<file path="config.mk">
export PLATFORM = sky130hd
export DESIGN_NAME = prng_sponge_flat
export DESIGN_NICKNAME = d
export VERILOG_FILES = /design/src/rtl/prng_sponge_pkg.sv /design/src/rtl/prng_sponge_if.sv /design/src/rtl/prng_sponge_round.sv /design/src/rtl/prng_sponge.sv /design/src/flat_wrapper.sv
export SDC_FILE = /design/constraint.sdc
export NUM_CORES = 1
export LEC_CHECK = 0
export CAP_MARGIN = 15
export CORE_MARGIN = 2
export CORE_UTILIZATION = 25
export DETAILED_ROUTE_END_ITERATION = 10
export PLACE_DENSITY = 0.48
export SLEW_MARGIN = 15
export SYNTH_ARGS = -nofsm -noshare
export SYNTH_HDL_FRONTEND = slang
export SYNTH_HIERARCHICAL = 1
export SYNTH_SLANG_ARGS = --single-unit
</file>
<file path="constraint.sdc">
create_clock -name clk -period 3.3 [get_ports clk]
set_input_delay 0.495 -clock clk [delete_from_list [all_inputs] [get_ports clk]]
set_output_delay 0.495 -clock clk [all_outputs]
set_load 0.05 [all_outputs]
</file>
<file path="src/rtl/prng_sponge_pkg.sv">
// -----------------------------------------------------------------------------
// prng_pkg
// Shared constants for the sponge PRNG: Keccak-f[200] state geometry, the
// 18 round constants (low byte of the standard Keccak RC values), the rho
// rotation amounts reduced mod 8, the FSM state encoding and the 8-bit lane
// rotate helper.
// No ports (package).
// -----------------------------------------------------------------------------
package prng_pkg;

    localparam int STATE_W = 200;
    localparam int NROUNDS = 18;

    typedef logic [7:0] lane_t;

    // FSM encoding kept as plain constants so older tools can consume it.
    typedef logic [1:0] fsm_t;
    localparam fsm_t ST_IDLE    = 2'd0;
    localparam fsm_t ST_PERMUTE = 2'd1;
    localparam fsm_t ST_SQUEEZE = 2'd2;

    localparam lane_t RC [NROUNDS] = '{
        8'h01, 8'h82, 8'h8a, 8'h00, 8'h8b, 8'h01, 8'h81, 8'h09, 8'h8a,
        8'h88, 8'h09, 8'h0a, 8'h8b, 8'h8b, 8'h89, 8'h03, 8'h02, 8'h80
    };

    // Indexed by lane number 5*y + x.
    localparam int unsigned RHO [25] = '{
        0, 1, 6, 4, 3,
        4, 4, 6, 7, 4,
        3, 2, 3, 1, 7,
        1, 5, 7, 5, 0,
        2, 2, 5, 0, 6
    };

    // Rotate towards the MSB; lane bit z lives at lane bit position z.
    function automatic lane_t rotl8(input lane_t v, input int unsigned r);
        logic [15:0] w;
        w = {v, v} << r;
        return w[15:8];
    endfunction

endpackage

</file>
<file path="src/rtl/prng_sponge_if.sv">
// -----------------------------------------------------------------------------
// prng_sponge_if
// Request / output-word handshake bundle of the sponge PRNG.
//   in_ready  : request strobe          in_seed  : caller seed
//   in_mod    : 1 = use in_seed         in_nwords: words to emit
//   out_rng   : current output word     out_ready: out_rng valid
//   out_ack   : consumer takes word     busy     : request in progress
//   done      : one-cycle completion pulse
// master = requester/consumer side, slave = generator side.
// -----------------------------------------------------------------------------
interface prng_sponge_if #(
    parameter int SEED_W = 96,
    parameter int OUT_W  = 32,
    parameter int CNT_W  = 16
);
    logic              in_ready;
    logic [SEED_W-1:0] in_seed;
    logic              in_mod;
    logic [CNT_W-1:0]  in_nwords;
    logic [OUT_W-1:0]  out_rng;
    logic              out_ready;
    logic              out_ack;
    logic              busy;
    logic              done;

    modport master (
        output in_ready, in_seed, in_mod, in_nwords, out_ack,
        input  out_rng, out_ready, busy, done
    );

    modport slave (
        input  in_ready, in_seed, in_mod, in_nwords, out_ack,
        output out_rng, out_ready, busy, done
    );
endinterface

</file>
<file path="src/rtl/prng_sponge_round.sv">
// -----------------------------------------------------------------------------
// keccak_f200_round
// One combinational Keccak-f[200] round: theta, rho, pi, chi, iota.
//   state      : current 200-bit state, lane i at state[199-8i -: 8]
//   round      : round index 0..17 (selects the iota constant)
//   state_next : state after the round
// -----------------------------------------------------------------------------
module keccak_f200_round
    import prng_pkg::*;
(
    input  logic [STATE_W-1:0] state,
    input  logic [4:0]         round,
    output logic [STATE_W-1:0] state_next
);

    lane_t a [25];
    lane_t b [25];
    lane_t e [25];
    lane_t c [5];
    lane_t d [5];

    always_comb begin
        // NOTE: every variable gets a default before any conditional or
        // indexed write, so no path can leave it unassigned and infer a latch.
        a          = '{default: '0};
        b          = '{default: '0};
        e          = '{default: '0};
        c          = '{default: '0};
        d          = '{default: '0};
        state_next = '0;

        for (int i = 0; i < 25; i++) a[i] = state[STATE_W-1-8*i -: 8];

        // theta: column parities folded back into every lane
        for (int x = 0; x < 5; x++) c[x] = a[x] ^ a[x+5] ^ a[x+10] ^ a[x+15] ^ a[x+20];
        for (int x = 0; x < 5; x++) d[x] = c[(x+4)%5] ^ rotl8(c[(x+1)%5], 1);

        // rho + pi: lane (x,y) rotated, then moved to (y, 2x+3y)
        for (int y = 0; y < 5; y++)
            for (int x = 0; x < 5; x++)
                b[5*((2*x+3*y)%5) + y] = rotl8(a[5*y+x] ^ d[x], RHO[5*y+x]);

        // chi: row-wise non-linear mix
        for (int y = 0; y < 5; y++)
            for (int x = 0; x < 5; x++)
                e[5*y+x] = b[5*y+x] ^ (~b[5*y+(x+1)%5] & b[5*y+(x+2)%5]);

        // iota
        e[0] = e[0] ^ RC[round];

        for (int i = 0; i < 25; i++) state_next[STATE_W-1-8*i -: 8] = e[i];
    end

endmodule

</file>
<file path="src/rtl/prng_sponge.sv">
// -----------------------------------------------------------------------------
// prng_sponge
// Sponge PRNG over Keccak-f[200]: loads a seed (or zeros), permutes for 18
// cycles, then squeezes OUT_W-bit words from the top RATE bits, re-permuting
// the whole state whenever the rate is used up.
//   clk   : clock
//   rst_b : asynchronous active-low reset
//   bus   : prng_sponge_if slave (request, output word handshake, status)
// -----------------------------------------------------------------------------
module prng_sponge
    import prng_pkg::*;
#(
    parameter int SEED_W = 96,
    parameter int RATE   = 96,
    parameter int OUT_W  = 32,
    parameter int CNT_W  = 16
)(
    input logic           clk,
    input logic           rst_b,
    prng_sponge_if.slave  bus
);

    localparam int         WORDS      = RATE / OUT_W;
    localparam int         K_W        = $clog2(WORDS) + 1;
    localparam logic [4:0] LAST_ROUND = 5'(NROUNDS - 1);

    fsm_t               fsm_q, fsm_d;
    logic [STATE_W-1:0] state_q, state_d, round_out, seed_lanes;
    logic [4:0]         round_q, round_d;
    logic [K_W-1:0]     k_q, k_d;
    logic [CNT_W-1:0]   remaining_q, remaining_d;
    logic               zero_pend_q, zero_pend_d;
    logic               done_q, done_d;
    logic               out_ready_q, out_ready_d;
    logic [OUT_W-1:0]   out_rng_q, out_rng_d;

    keccak_f200_round u_round (
        .state      (state_q),
        .round      (round_q),
        .state_next (round_out)
    );

    // Seed byte b lands in lane b (byte order reversed into lane order).
    always_comb begin
        seed_lanes = '0;
        for (int b = 0; b < SEED_W/8; b++)
            seed_lanes[STATE_W-1-8*b -: 8] = bus.in_seed[8*b +: 8];
    end

    always_comb begin
        fsm_d       = fsm_q;
        state_d     = state_q;
        round_d     = round_q;
        k_d         = k_q;
        remaining_d = remaining_q;
        zero_pend_d = 1'b0;
        done_d      = zero_pend_q;   // zero-length request completes a cycle late

        case (fsm_q)
            ST_IDLE: begin
                if (bus.in_ready) begin
                    state_d     = bus.in_mod ? seed_lanes : '0;
                    remaining_d = bus.in_nwords;
                    round_d     = '0;
                    k_d         = '0;
                    if (bus.in_nwords == '0) zero_pend_d = 1'b1;
                    else                     fsm_d       = ST_PERMUTE;
                end
            end
            ST_PERMUTE: begin
                state_d = round_out;
                if (round_q == LAST_ROUND) begin
                    round_d = '0;
                    k_d     = '0;
                    fsm_d   = ST_SQUEEZE;
                end else begin
                    round_d = round_q + 5'd1;
                end
            end
            ST_SQUEEZE: begin
                if (bus.out_ack) begin
                    remaining_d = remaining_q - CNT_W'(1);
                    k_d         = k_q + K_W'(1);
                    // Exit test on the pre-decrement value: remaining never wraps.
                    if (remaining_q == CNT_W'(1)) begin
                        fsm_d  = ST_IDLE;
                        done_d = 1'b1;
                    end else if (k_q == K_W'(WORDS - 1)) begin
                        fsm_d   = ST_PERMUTE;
                        round_d = '0;
                    end
                end
            end
            default: fsm_d = ST_IDLE;
        endcase

        // Outputs are registered from next-state so they line up with the FSM.
        out_ready_d = (fsm_d == ST_SQUEEZE);
        out_rng_d   = out_ready_d ? state_d[STATE_W-1-OUT_W*int'(k_d) -: OUT_W] : '0;
    end

    // NOTE: the sponge state is an ordinary register, not a RAM, so it is
    // cleared on reset; an aborted request leaves no seed material behind.
    always_ff @(posedge clk or negedge rst_b) begin
        if (!rst_b) begin
            fsm_q       <= ST_IDLE;
            state_q     <= '0;
            round_q     <= '0;
            k_q         <= '0;
            remaining_q <= '0;
            zero_pend_q <= 1'b0;
            done_q      <= 1'b0;
            out_ready_q <= 1'b0;
            out_rng_q   <= '0;
        end else begin
            // NOTE: non-blocking assignments so every register samples the
            // pre-edge values regardless of statement order.
            fsm_q       <= fsm_d;
            state_q     <= state_d;
            round_q     <= round_d;
            k_q         <= k_d;
            remaining_q <= remaining_d;
            zero_pend_q <= zero_pend_d;
            done_q      <= done_d;
            out_ready_q <= out_ready_d;
            out_rng_q   <= out_rng_d;
        end
    end

    assign bus.busy      = (fsm_q != ST_IDLE);
    assign bus.done      = done_q;
    assign bus.out_ready = out_ready_q;
    assign bus.out_rng   = out_rng_q;

endmodule

</file>
<file path="src/flat_wrapper.sv">
// flat-port wrapper written by rule: the top's interface ports become plain ports
module prng_sponge_flat import prng_pkg::*;
#(
    parameter int SEED_W = 96,
    parameter int RATE   = 96,
    parameter int OUT_W  = 32,
    parameter int CNT_W  = 16
)
  (clk, rst_b, bus_in_ready, bus_in_seed, bus_in_mod, bus_in_nwords, bus_out_ack, bus_out_rng, bus_out_ready, bus_busy, bus_done);
  prng_sponge_if #(.SEED_W(SEED_W), .OUT_W(OUT_W), .CNT_W(CNT_W)) bus_i ();
  input logic clk;
  input logic rst_b;
  input wire logic [$bits(bus_i.in_ready)-1:0] bus_in_ready;
  input wire logic [$bits(bus_i.in_seed)-1:0] bus_in_seed;
  input wire logic [$bits(bus_i.in_mod)-1:0] bus_in_mod;
  input wire logic [$bits(bus_i.in_nwords)-1:0] bus_in_nwords;
  input wire logic [$bits(bus_i.out_ack)-1:0] bus_out_ack;
  output wire logic [$bits(bus_i.out_rng)-1:0] bus_out_rng;
  output wire logic [$bits(bus_i.out_ready)-1:0] bus_out_ready;
  output wire logic [$bits(bus_i.busy)-1:0] bus_busy;
  output wire logic [$bits(bus_i.done)-1:0] bus_done;
  assign bus_i.in_ready = bus_in_ready;
  assign bus_i.in_seed = bus_in_seed;
  assign bus_i.in_mod = bus_in_mod;
  assign bus_i.in_nwords = bus_in_nwords;
  assign bus_i.out_ack = bus_out_ack;
  assign bus_out_rng = bus_i.out_rng;
  assign bus_out_ready = bus_i.out_ready;
  assign bus_busy = bus_i.busy;
  assign bus_done = bus_i.done;
  prng_sponge #(.SEED_W(SEED_W), .RATE(RATE), .OUT_W(OUT_W), .CNT_W(CNT_W)) u_core (.clk(clk), .rst_b(rst_b), .bus(bus_i));
endmodule
</file>
=== Yosys cells after proc, flatten, opt, wreduce, memory -nomap -nowiden ===
Memories as Yosys holds them, arrays and structs flattened.
Index checks and enable logic that the tools add are counted.

* Bits in registers: 261
* ROM bits: 256
* Input bits: 117
* Word-level logic and storage cells: 192
* Memories: 1

* Add/sub/neg operators: 4
* $lt $le $gt $ge: 1
* Equal/unequal tests: 10
* Shift-type cells: 1
* Mux-type cells: 32
* Bitwise operators: 127
* Reductions and logical operators: 7

{| class="wikitable"
|+ Memory list
! memory !! words !! width !! read ports !! clocked after Yosys merged registers in !! write ports !! RTL line !! RTL
|-
| (no name shown) || 32 || 8 || 1 || 0 || 0 || prng_sponge_round.sv:49 || <nowiki>e[0] = e[0] ^ RC[round];</nowiki>
|}

{| class="wikitable"
|+ Operators with widths
! cell !! count
|-
| $xor A8 B8 Y8 || 76
|-
| $mux W200 || 2
|-
| $pmux W200 S2 || 1
|-
| $shiftx A231 B32 Y32 || 1
|-
| $and A8 B8 Y8 || 25
|-
| $not A8 Y8 || 25
|-
| $mux W16 || 2
|-
| $mux W32 || 1
|-
| $pmux W16 S2 || 1
|-
| $mux W5 || 5
|-
| $eq A16 B1 Y1 const B || 1
|-
| $logic_not A16 Y1 || 1
|-
| $mux W8 || 2
|-
| $sub A16 B1 Y16 const B || 1
|-
| $pmux W5 S3 || 1
|-
| $mux W2 || 6
|-
| $mux W3 || 3
|-
| $pmux W3 S3 || 1
|-
| $sub A8 B8 Y9 const A || 1
|-
| $ge A6 B6 Y1 const B || 1
|-
| $mux W1 || 6
|-
| $ne A2 B2 Y1 const B || 3
|-
| $not A5 Y6 || 1
|-
| $pmux W2 S3 || 1
|-
| 12 further kinds || 14
|}

=== Longest topological paths before layout ===
Gate-level depths: netlist of the first run.

* Depth after elaboration: 13
* Mapped depth: 16

=== Cells and area by module ===
Netlist of the first run, hierarchy kept.

{| class="wikitable"
|+ Modules (own cells, without submodules)
! module !! times used !! cells each !! area an instance (sq um) !! seq. area each (sq um)
|-
| prng_sponge || 1 || 1157 || 12301.8 || 6531.3
|-
| keccak_f200_round || 1 || 749 || 9814.4 || 0.0
|}

=== Worst setup path after synthesis of the first run ===
Ideal clock, no wire load.

* Kind: flip-flop to flip-flop
* Start point: reg u_core.round_q[1]
* End point: reg u_core.out_rng_q[30] (netlist: u_core/bus.out_rng[30])
* Setup time: 120 ps
* Arrival time: 3290 ps
* Path slack: -111 ps
* Stages on the path, launching flop included: 16
* Buffers on the path: 3
* Clock period less this slack: 3411 ps
* Cells stage by stage: dfrtp_1 > inv_1 > ha_1 > nand4bb_4 > a22o_1 > o21bai_1 > inv_2 > buf_2 > buf_1 > ha_1 > clkbuf_1 > clkinv_1 > or2_2 > a221oi_1 > a31oi_1 > a41o_1

* Elaborated cells on any way between the ends: 15
* Those cells by class: add/sub (1); eq/ne (2); shift (1); mux (8); bitwise (2); memory (1)

{| class="wikitable"
|+ RTL lines
! what !! RTL line !! RTL
|-
| start, declared || prng_sponge.sv:29 || <nowiki>logic [4:0] round_q, round_d;</nowiki>
|-
| start signal, assigned || prng_sponge.sv:120 || <nowiki>round_q <= round_d;</nowiki>
|-
| $eq A5 B5 Y1 || prng_sponge.sv:72 || <nowiki>if (round_q == LAST_ROUND) begin</nowiki>
|-
| $mux W3 || prng_sponge.sv:72 ||
|-
| $pmux W3 S3 || prng_sponge.sv:59 || <nowiki>case (fsm_q)</nowiki>
|-
| named net u_core.k_d[0] || prng_sponge.sv:30 || <nowiki>logic [K_W-1:0] k_q, k_d;</nowiki>
|-
| $sub A8 B8 Y9 || prng_sponge.sv:99 || <nowiki>out_rng_d = out_ready_d ? state_d[STATE_W-1-OUT_W*int'(k_d) -: OUT_W] : '0;</nowiki>
|-
| $shiftx A231 B32 Y32 || prng_sponge.sv:99 ||
|-
| $mux W32 || prng_sponge.sv:99 ||
|-
| named net u_core.out_rng_d[30] || prng_sponge.sv:35 || <nowiki>logic [OUT_W-1:0] out_rng_q, out_rng_d;</nowiki>
|-
| end signal, assigned || prng_sponge.sv:126 || <nowiki>out_rng_q <= out_rng_d;</nowiki>
|-
| end, declared || prng_sponge.sv:35 ||
|}

The timed path passes the listed nets, and every way through them passes these cells. The select of a mux whose other input is x is not followed.
A chain may end at the register's enable or synchronous reset.

=== Worst setup path in the final report of the first run ===
* Start point: reg u_core.state_q[149]
* End point: reg u_core.out_rng_q[16] (netlist: u_core/bus.out_rng[16])

* Longest elaborated chain between the ends: 12
* Elaborated cells on any way between the ends: 78
* Those cells by class: shift (1); mux (3); bitwise (74)

{| class="wikitable"
|+ Ends and longest elaborated chain
! what !! RTL line !! RTL
|-
| start, declared || prng_sponge.sv:28 || <nowiki>logic [STATE_W-1:0] state_q, state_d, round_out, seed_lanes;</nowiki>
|-
| start signal, assigned || prng_sponge.sv:119 || <nowiki>state_q <= state_d;</nowiki>
|-
| $xor A8 B8 Y8 (4 in a row) || prng_sponge_round.sv:35 || <nowiki>for (int x = 0; x < 5; x++) c[x] = a[x] ^ a[x+5] ^ a[x+10] ^ a[x+15] ^ a[x+20];</nowiki>
|-
| $xor A8 B8 Y8 || prng_sponge_round.sv:36 || <nowiki>for (int x = 0; x < 5; x++) d[x] = c[(x+4)%5] ^ rotl8(c[(x+1)%5], 1);</nowiki>
|-
| $xor A8 B8 Y8 || prng_sponge_round.sv:41 || <nowiki>b[5*((2*x+3*y)%5) + y] = rotl8(a[5*y+x] ^ d[x], RHO[5*y+x]);</nowiki>
|-
| $not A8 Y8 || prng_sponge_round.sv:46 || <nowiki>e[5*y+x] = b[5*y+x] ^ (~b[5*y+(x+1)%5] & b[5*y+(x+2)%5]);</nowiki>
|-
| $and A8 B8 Y8 || prng_sponge_round.sv:46 ||
|-
| $xor A8 B8 Y8 || prng_sponge_round.sv:46 ||
|-
| named net u_core.round_out[184] || prng_sponge.sv:28 ||
|-
| $pmux W200 S2 || prng_sponge.sv:59 ||
|-
| $shiftx A231 B32 Y32 || prng_sponge.sv:99 ||
|-
| $mux W32 || prng_sponge.sv:99 ||
|-
| named net u_core.out_rng_d[16] || prng_sponge.sv:35 ||
|}

The timed path passes the listed nets, and every way through them passes these cells.

==> flow_metrics.py, run 1 <==
metrics = {
    "run_status": {
        "status": "finished with violations",
        "violations": "setup timing",
    },
    "synthesis": {
        "synthDistinctLibCells": 57,
        "syn_area_sq_mm": 0.0221,
        "synth_nets": 2034,
        "async_flop_share_pct": 100,
        "synth_edf_count": 0,
        "synth-seq-cells": 261,
        "syn_avg_cell_area_sq_um": 11.6,
        "yosysWarnings": 6,
        "synth_cells": 1906,
        "ys_seq_area_share_pct": 29.5,
        "synth_top_flop_cell": "dfrtp_1",
    },
    "timing": {
        "fmax_ghz": 0.302,
        "finalHoldViolCount": 0,
        "finClkSkew_ns": 0.0277,
        "finalMaxSlewViolations": 0,
        "hold_ws_ns": 0.449,
        "post-route-period-util_pct": 100,
        "timing.final.setup_violations": 1,
        "worst_slew_pin_slew_ns": 0.633,
        "final.setup.worst_slack_ns": -0.00809,
        "rsz0062_at_grt": "true",
        "maxSlewHeadroom_pct": 57.5,
        "fin_crit_ns": 3.31,
    },
    "global_route": {
        "grt_usage_pct": 21.5,
        "overflow": 0,
        "top_usage_layer": "met2",
        "use_met2_pct": 34.2,
        "use_met3_pct": 3.13,
        "grt_max_degree": 91,
        "grt_pass1_vias": 18438,
        "antenna_found_initial": 4,
        "use_met1_pct": 30.0,
        "grt_pass1_wl_microns": 139000,
    },
    "cells_and_area": {
        "num-fill-cells": 8787,
        "num-nets-final": 2533,
        "layout_commonest_cell": "buf_4",
        "drive_gt1_share_pct": 30.3,
        "final_area_sq_mm": 0.0301,
        "area_growth_pct": 36.3,
        "layout_common_cells": "buf_4, dfrtp_1, xnor2_1",
    },
    "cts": {
        "cts_tree": "built",
        "clockRootBuffer": "clkbuf_16",
        "numCtsBuffers": 37,
        "path_clk_slew_ns": 0.06,
        "clk_latency_ns": 0.57,
        "cts_buffer_depth": 3,
        "htreeDepth": 2,
        "cts.sinks": 261,
    },
    "die": {
        "initial_utilization_pct": 25.1,
        "die_w_microns": 301,
        "rows": 109,
        "io_pins": 152,
        "dieArea_sq_mm": 0.0909,
        "design.core.area_sq_mm": 0.0880,
        "dieHeight_microns": 301,
    },
    "setup_path": {
        "crit_chain": "xnor3_2, xnor2_4, buf_6, xor3_2, nor2_1, xnor2_1, a222oi_1, nor3_1, a211o_1, and3_1",
        "worst-setup-path-type": "reg -> reg",
        "start_kind": "flip-flop",
        "arrival_ns": 3.72,
        "slowest_stage": "xor3_2",
        "crit_required_ns": 3.72,
        "cp_max_fo": 3,
        "end_kind": "flip-flop",
        "crit_path_max_incr_delay_ns": 0.47,
    },
    "routing": {
        "final_antenna_net_count": 0,
        "wire_per_inst_microns": 27.5,
        "vias": 18378,
        "drt-initial-drc-count": 2080,
        "via_per_inst": 5.11,
        "wl_microns": 99000,
        "remaining_drc_errors": 0,
        "drtPass1Iterations": 8,
    },
    "placed_design": {
        "dp_hpwl_microns": 75100,
        "placedInstanceArea_sq_mm": 0.0276,
        "finalWeightedCongestion": 0.937,
        "portBuffers": 151,
        "place_ws_ns": -0.247,
    },
    "min_path": {
        "hold_class": "in -> async",
    },
    "flow_run": {
        "max_cap_violations": 0,
    },
}
-- flip-flops by register name (all words and copies together) (netlist names) --
name	flops
u_core/fsm_q	2
u_core/bus.out_ready	1
u_core/zero_pend_q	1
u_core/k_q	3
u_core/state_q	200
u_core/bus.out_rng	32
u_core/round_q	5
u_core/bus.done	1
u_core/remaining_q	16
-- synthesized netlist by cell type, drive strengths merged (11+ instances only) --
| cell | instances | area (sq um) |
|---|---|---|
| xor3 | 16 | 380 |
| a22oi | 72 | 546 |
| xnor3 | 224 | 5050 |
| nand3 | 45 | 225 |
| nor2 | 58 | 218 |
| nor3 | 30 | 150 |
| o21ai | 123 | 616 |
| a211o | 24 | 210 |
| mux2i | 26 | 260 |
| a222oi | 31 | 310 |
| o21a | 29 | 218 |
| xor2 | 24 | 218 |
| a31oi | 16 | 100 |
| xnor2 | 263 | 2960 |
| dfrtp | 261 | 6530 |
| nand2 | 128 | 480 |
| nand2b | 23 | 144 |
| clkbuf | 80 | 300 |
| nor2b | 118 | 738 |
| a21oi | 17 | 85.1 |
| a22o | 106 | 928 |
| and3 | 29 | 181 |
| ha | 11 | 138 |
| inv | 42 | 158 |
| buf | 31 | 156 |
| mux2 | 25 | 282 |
-- metrics by stage --
step	TNS [ns]	utilization, %	cells
4_1_cts	-0.00954	33.3	3546
6_report	-0.00809	34.3	3600
2_1_floorplan	0	-	1906
5_1_grt	-0.496	34.3	3599
3_5_place_dp	-1.33	31.4	3457
3_3_place_gp	-1.27	31.4	3457
-- critical path, delay by kind of cell, from the launching register on --
kind	cells	cell delay, ns
xor+xnor	4	1.28
compound gates	2	0.73
simple gates	3	0.51
flops	1	0.45
buf+inv	1	0.16
-- timing repair --
item | CTS | global route
setup buffers | 21 | 52
pin swaps | 32 | 107
hold buffers | 1 | 0
hold endpoints to repair | 50 | 0
setup endpoints to repair | 24 | 32
resized for setup | 66 | 179
-- final timing paths --
| kind | from | end | slack (ns) | depth (start not counted) |
|---|---|---|---|---|
| setup / recovery | u_core/state_q[149] | u_core/bus.out_rng[16] | -0.008 | 10 |
| hold / removal | rst_b | u_core/bus.out_rng[31] | 0.45 | 2 |
| setup reg to reg | u_core/state_q[149] | u_core/bus.out_rng[16] | -0.008 | 10 |
| hold reg to reg | u_core/zero_pend_q | u_core/bus.done | 0.47 | 1 |
| max in group asynchronous | rst_b | u_core/state_q[149] | 1.93 | 3 |
| min in group clk | u_core/zero_pend_q | u_core/bus.done | 0.47 | 1 |
-- layout make-up --
| type | count | area (sq um) | share of cell area (%) |
|---|---|---|---|
| sequential | 261 | 6550 | 21.7 |
| inverter | 43 | 165 | 0.548 |
| multi-input combinational | 1491 | 15500 | 51.6 |
| antenna | 2 | 5.00 | 0.0166 |
| timing repair buffer | 571 | 5120 | 17.0 |
| clock buffer | 57 | 1140 | 3.79 |
| clock inverter | 10 | 154 | 0.511 |
| tap | 1165 | 1460 | 4.84 |
-- kinds of logic (layout without fill, tap and decap cells) --
family                   after synthesis  count (layout)  synth area share (%)
multiplexers                          59              59                  3.26
XOR/XNOR                             527             527                  38.9
adder cells (fa/ha/maj)               11              11                 0.622
buffers and inverters                154             681                  2.79
AO/OA/AOI/OAI                        438             438                  14.4
other                                  0               2                     0
AND/OR/NAND/NOR                      456             456                  10.5
flip-flops                           261             261                  29.5
-- per-layer routing --
layer / part of all wire, % / vias up
li1: - / 7886
met1: 44 / 9485
met5: 0.027 / -
met4: 3.4 / 4
met3: 7.4 / 141
met2: 46 / 862
Power of run 1 is not shown: default switching activity piles up to over one toggle a cycle in this logic, so the estimate is an artifact.
==> inputs of run 2 (changes only) <==
Settings changed: PLACE_DENSITY 0.48 to 0.46, SLEW_MARGIN 15 to 30.
Clock period 3.3 ns to 3.1 ns, I/O delays scaled along.
==> flow_metrics.py, run 2 (synthesized netlist as in run 1, its figures left out) <==
metrics = {
    "run_status": {
        "status": "finished with violations",
        "violations": "setup timing",
    },
    "global_route": {
        "use_met1_pct": 31.4,
        "antenna_found_initial": 3,
        "overflow": 0,
        "top_usage_layer": "met2",
        "grt_pass1_wl_microns": 146000,
        "grt_pass1_vias": 19473,
        "use_met2_pct": 36.0,
        "grt_usage_pct": 22.6,
        "grt_max_degree": 84,
        "use_met3_pct": 3.10,
    },
    "routing": {
        "remaining_drc_errors": 0,
        "drt-initial-drc-count": 2088,
        "drtPass1Iterations": 7,
        "final_antenna_net_count": 0,
        "wl_microns": 104000,
        "vias": 19367,
        "via_per_inst": 5.01,
        "wire_per_inst_microns": 27.0,
    },
    "cts": {
        "clockRootBuffer": "clkbuf_16",
        "htreeDepth": 2,
        "clk_latency_ns": 0.58,
        "cts_buffer_depth": 3,
        "cts_tree": "built",
        "cts.sinks": 261,
        "path_clk_slew_ns": 0.06,
        "numCtsBuffers": 38,
    },
    "timing": {
        "rsz0062_at_grt": "true",
        "post-route-period-util_pct": 107,
        "finalMaxSlewViolations": 0,
        "maxSlewHeadroom_pct": 22.0,
        "final.setup.worst_slack_ns": -0.218,
        "finalHoldViolCount": 0,
        "fin_crit_ns": 3.32,
        "fmax_ghz": 0.301,
        "timing.final.setup_violations": 31,
        "finClkSkew_ns": 0.0293,
        "worst_slew_pin_slew_ns": 1.17,
        "tns_ns": -2.98,
    },
    "placed_design": {
        "portBuffers": 151,
        "finalWeightedCongestion": 0.927,
        "dp_hpwl_microns": 78700,
        "dpl.cell_count": 3644,
        "placedInstanceArea_sq_mm": 0.0291,
    },
    "setup_path": {
        "ff2ff_path_depth": 12,
        "start_kind": "flip-flop",
        "cp_max_fo": 3,
        "worst-setup-path-type": "reg -> reg",
        "crit_required_ns": 3.53,
        "end_kind": "flip-flop",
        "arrival_ns": 3.75,
    },
    "die": {
        "initial_utilization_pct": 25.1,
        "rows": 109,
        "dieArea_sq_mm": 0.0909,
        "design.core.area_sq_mm": 0.0880,
        "dieHeight_microns": 301,
        "die_w_microns": 301,
        "io_pins": 152,
    },
    "cells_and_area": {
        "num-nets-final": 2804,
        "final_area_sq_mm": 0.0329,
        "num-fill-cells": 8621,
        "drive_gt1_share_pct": 40.8,
        "fin_cells": 3867,
        "layout_commonest_cell": "buf_4",
        "layout_common_cells": "buf_4, dfrtp_1, xnor2_1",
        "area_growth_pct": 49.0,
        "top_register": "u_core/state_q",
        "largest_register_ffs": 200,
    },
    "flow_run": {
        "max_cap_violations": 0,
    },
    "min_path": {
        "hold_class": "in -> async",
    },
}
==> run 2: changes by cell type in the layout (fill, tap and decap cells not counted), moves of 9 or more <==
cell,previous run,this run
buf_4,364,590
buf_6,27,56
xnor3_1,135,108
xnor3_2,89,116
nor2b_1,105,83
mux2_4,8,24
o21ai_0,90,75
xnor2_1,210,195
nor2b_4,6,20
buf_12,28,39
xnor2_2,21,32
mux2_2,10,0
o21ai_2,10,19
==> run 2: worst paths after layout <==
check                                       from  slack (ns)                endpoint
max                          u_core/state_q[149]       -0.22  u_core/bus.out_rng[26]
min                                        rst_b        0.41   u_core/remaining_q[9]
max reg2reg                  u_core/state_q[149]       -0.22  u_core/bus.out_rng[26]
min reg2reg                u_core/remaining_q[6]        0.48   u_core/remaining_q[6]
max in group asynchronous                  rst_b        1.86     u_core/state_q[134]
min in group clk           u_core/remaining_q[6]        0.48   u_core/remaining_q[6]
==> run 2: what timing repair did <==
| item | CTS | global route |
|---|---|---|
| cloned | 1 | 0 |
| endpoints found under the setup margin | 32 | 38 |
| hold endpoints to repair | 47 | 0 |
| pin swaps | 115 | 163 |
| hold buffers | 1 | 0 |
| buffers inserted | 83 | 81 |
| resized for setup | 228 | 197 |
==> run 2: layout make-up <==
type                    count  area, sq um  share of cell area [%]
clock inverters            13          140                   0.425
flip-flops and latches    261         6540                    19.8
diodes                      1         2.50                 0.00760
multi-input cells        1491        16100                    48.7
well taps                1165         1460                    4.42
clock buffers              52         1140                    3.45
repair buffers            841         7440                    22.6
inverters                  43          169                   0.513
==> run 2: metal layers <==
layer,vias up,wire (microns)
met4,2,3720
met1,9966,46000
met2,789,47800
li1,8448,-
met3,162,6680
met5,-,13
==> run 2: stage by stage <==
step	hold slack (ns)	setup WS (ns)	util, %
6_report	0.411	-0.218	37.5
5_1_grt	0.448	-0.279	37.4
4_1_cts	0.408	-0.142	36.0
3_5_place_dp	0.430	-0.431	33.1
3_3_place_gp	0.430	-0.448	33.1
2_1_floorplan	0.169	-0.0377	-
==> run 2: worst max-delay path, stage by stage (launching register included) <==
cell and delay, ns:
dfrtp_1 0.36, xnor3_2 0.48, xnor2_4 0.17, buf_12 0.15
xnor3_2 0.42, nor2b_1 0.17, xnor2_1 0.14, a22oi_1 0.24
buf_4 0.22, o21ai_0 0.13, mux4_2 0.52, nor2_1 0.11
nor3_1 0.06
Power of run 2 is left out for the same reason.
==> inputs of run 3 (changes only) <==
Settings changed: CORE_UTILIZATION 25 to 35, PLACE_DENSITY 0.46 to 0.58.
==> flow_metrics.py, run 3 (synthesized netlist as in run 1, its figures left out) <==
metrics = {
    "run_status": {
        "status": "finished with violations",
        "violations": "setup timing",
    },
    "routing": {
        "via_per_inst": 5.60,
        "wire_per_inst_microns": 27.0,
        "final_antenna_net_count": 0,
        "drtPass1Iterations": 9,
        "wl_microns": 94900,
        "remaining_drc_errors": 0,
        "vias": 19682,
        "drt-initial-drc-count": 2339,
    },
    "cts": {
        "numCtsBuffers": 35,
        "cts.sinks": 261,
        "cts_tree": "built",
        "path_clk_slew_ns": 0.06,
        "clk_latency_ns": 0.57,
        "clockRootBuffer": "clkbuf_16",
        "htreeDepth": 2,
        "cts_buffer_depth": 3,
    },
    "setup_path": {
        "slowest_stage": "xnor3_2",
        "start_kind": "flip-flop",
        "worst-setup-path-type": "reg -> reg",
        "cp_max_fo": 3,
        "arrival_ns": 3.76,
        "crit_chain": "xnor3_2, xnor2_4, buf_6, xnor3_1, buf_6, xor2_2, a22oi_2, o21ai_2, mux2_4, a211o_1, and3_1",
        "end_kind": "flip-flop",
        "crit_top_cell": "buf_6",
        "crit_required_ns": 3.53,
        "crit_path_max_incr_delay_ns": 0.50,
    },
    "flow_run": {
        "max_cap_violations": 0,
    },
    "cells_and_area": {
        "num-fill-cells": 5390,
        "layout_common_cells": "buf_4, dfrtp_1, xnor2_1",
        "diodes": 0,
        "area_growth_pct": 46.5,
        "num-nets-final": 2776,
        "largest_register_ffs": 200,
        "layout_commonest_cell": "buf_4",
        "top_register": "u_core/state_q",
        "final_area_sq_mm": 0.0324,
        "fin_util_pct": 51.7,
        "drive_gt1_share_pct": 40.1,
        "fin_cells": 3515,
    },
    "die": {
        "io_pins": 152,
        "dieArea_sq_mm": 0.0652,
        "initial_utilization_pct": 35.3,
        "die_w_microns": 255,
        "design.core.area_sq_mm": 0.0627,
        "dieHeight_microns": 255,
        "rows": 92,
    },
    "timing": {
        "finalHoldViolCount": 0,
        "final.setup.worst_slack_ns": -0.225,
        "finClkSkew_ns": 0.0243,
        "rsz0062_at_grt": "true",
        "maxSlewHeadroom_pct": 41.5,
        "fin_crit_ns": 3.33,
        "post-route-period-util_pct": 107,
        "worst_slew_pin_slew_ns": 0.877,
        "timing.final.setup_violations": 31,
        "finalMaxSlewViolations": 0,
        "fmax_ghz": 0.301,
    },
    "global_route": {
        "grt_max_degree": 141,
        "grt_pass1_vias": 19775,
        "grt_pass1_wl_microns": 136000,
        "overflow": 0,
        "antenna_found_initial": 1,
        "grt_usage_pct": 28.5,
    },
    "placed_design": {
        "dpl.cell_count": 3301,
        "finalWeightedCongestion": 0.978,
        "place_ws_ns": -0.381,
        "dp_hpwl_microns": 70500,
        "placedInstanceArea_sq_mm": 0.0285,
        "portBuffers": 151,
    },
    "min_path": {
        "hold_class": "in -> async",
    },
}
==> run 3: worst max-delay path, delay by kind of cell (launching register included) <==
| kind | cells | cell delay [ns] |
|---|---|---|
| compound gates | 3 | 0.70 |
| xor+xnor | 4 | 1.28 |
| buf+inv | 2 | 0.33 |
| flops | 1 | 0.41 |
| mux | 1 | 0.30 |
| simple gates | 1 | 0.18 |
==> run 3: area by class of cell <==
cell class | count | area (sq um) | area share, %
clock buffers | 49 | 1040 | 3.21
clock inverters | 9 | 150 | 0.463
inverters | 43 | 169 | 0.521
multi-input cells | 1491 | 16200 | 49.9
flip-flops and latches | 261 | 6540 | 20.2
well taps | 846 | 1060 | 3.27
repair buffers | 816 | 7270 | 22.4
==> run 3: worst paths after layout <==
kind                                      from                     to  slack (ns)  cells after the start
max                        u_core/state_q[149]  u_core/bus.out_rng[1]       -0.23                     11
min                                      rst_b  u_core/remaining_q[7]        0.40                      2
max reg2reg                u_core/state_q[149]  u_core/bus.out_rng[1]       -0.23                     11
min reg2reg                 u_core/zero_pend_q        u_core/bus.done        0.47                      1
max in group asynchronous                rst_b     u_core/state_q[74]        1.80                      3
min in group clk            u_core/zero_pend_q        u_core/bus.done        0.47                      1
==> run 3: layer usage <==
layer / track usage (%) / vias up / wire length [microns]
li1: - / 8379 / -
met1: 37.9 / 9909 / 37700
met2: 43.5 / 1152 / 42400
met3: 6.48 / 240 / 9780
met4: 14.4 / 2 / 5100
met5: 0 / - / 12
==> run 3: repair_timing <==
action,in CTS,in global routing
gates resized for setup,272,174
hold endpoints to repair,44,0
buffers inserted,110,60
hold buffers,1,0
pin swaps,156,152
setup endpoints to repair,32,39
==> run 3: through the flow <==
stage | TNS, ns | hold slack (ns)
after floorplan | -0.0774 | 0.169
after global placement | -6.21 | 0.421
after detailed placement | -7.01 | 0.423
after CTS | -1.67 | 0.413
after global routing | -5.20 | 0.439
final | -3.12 | 0.398
Power of run 3 is left out for the same reason.
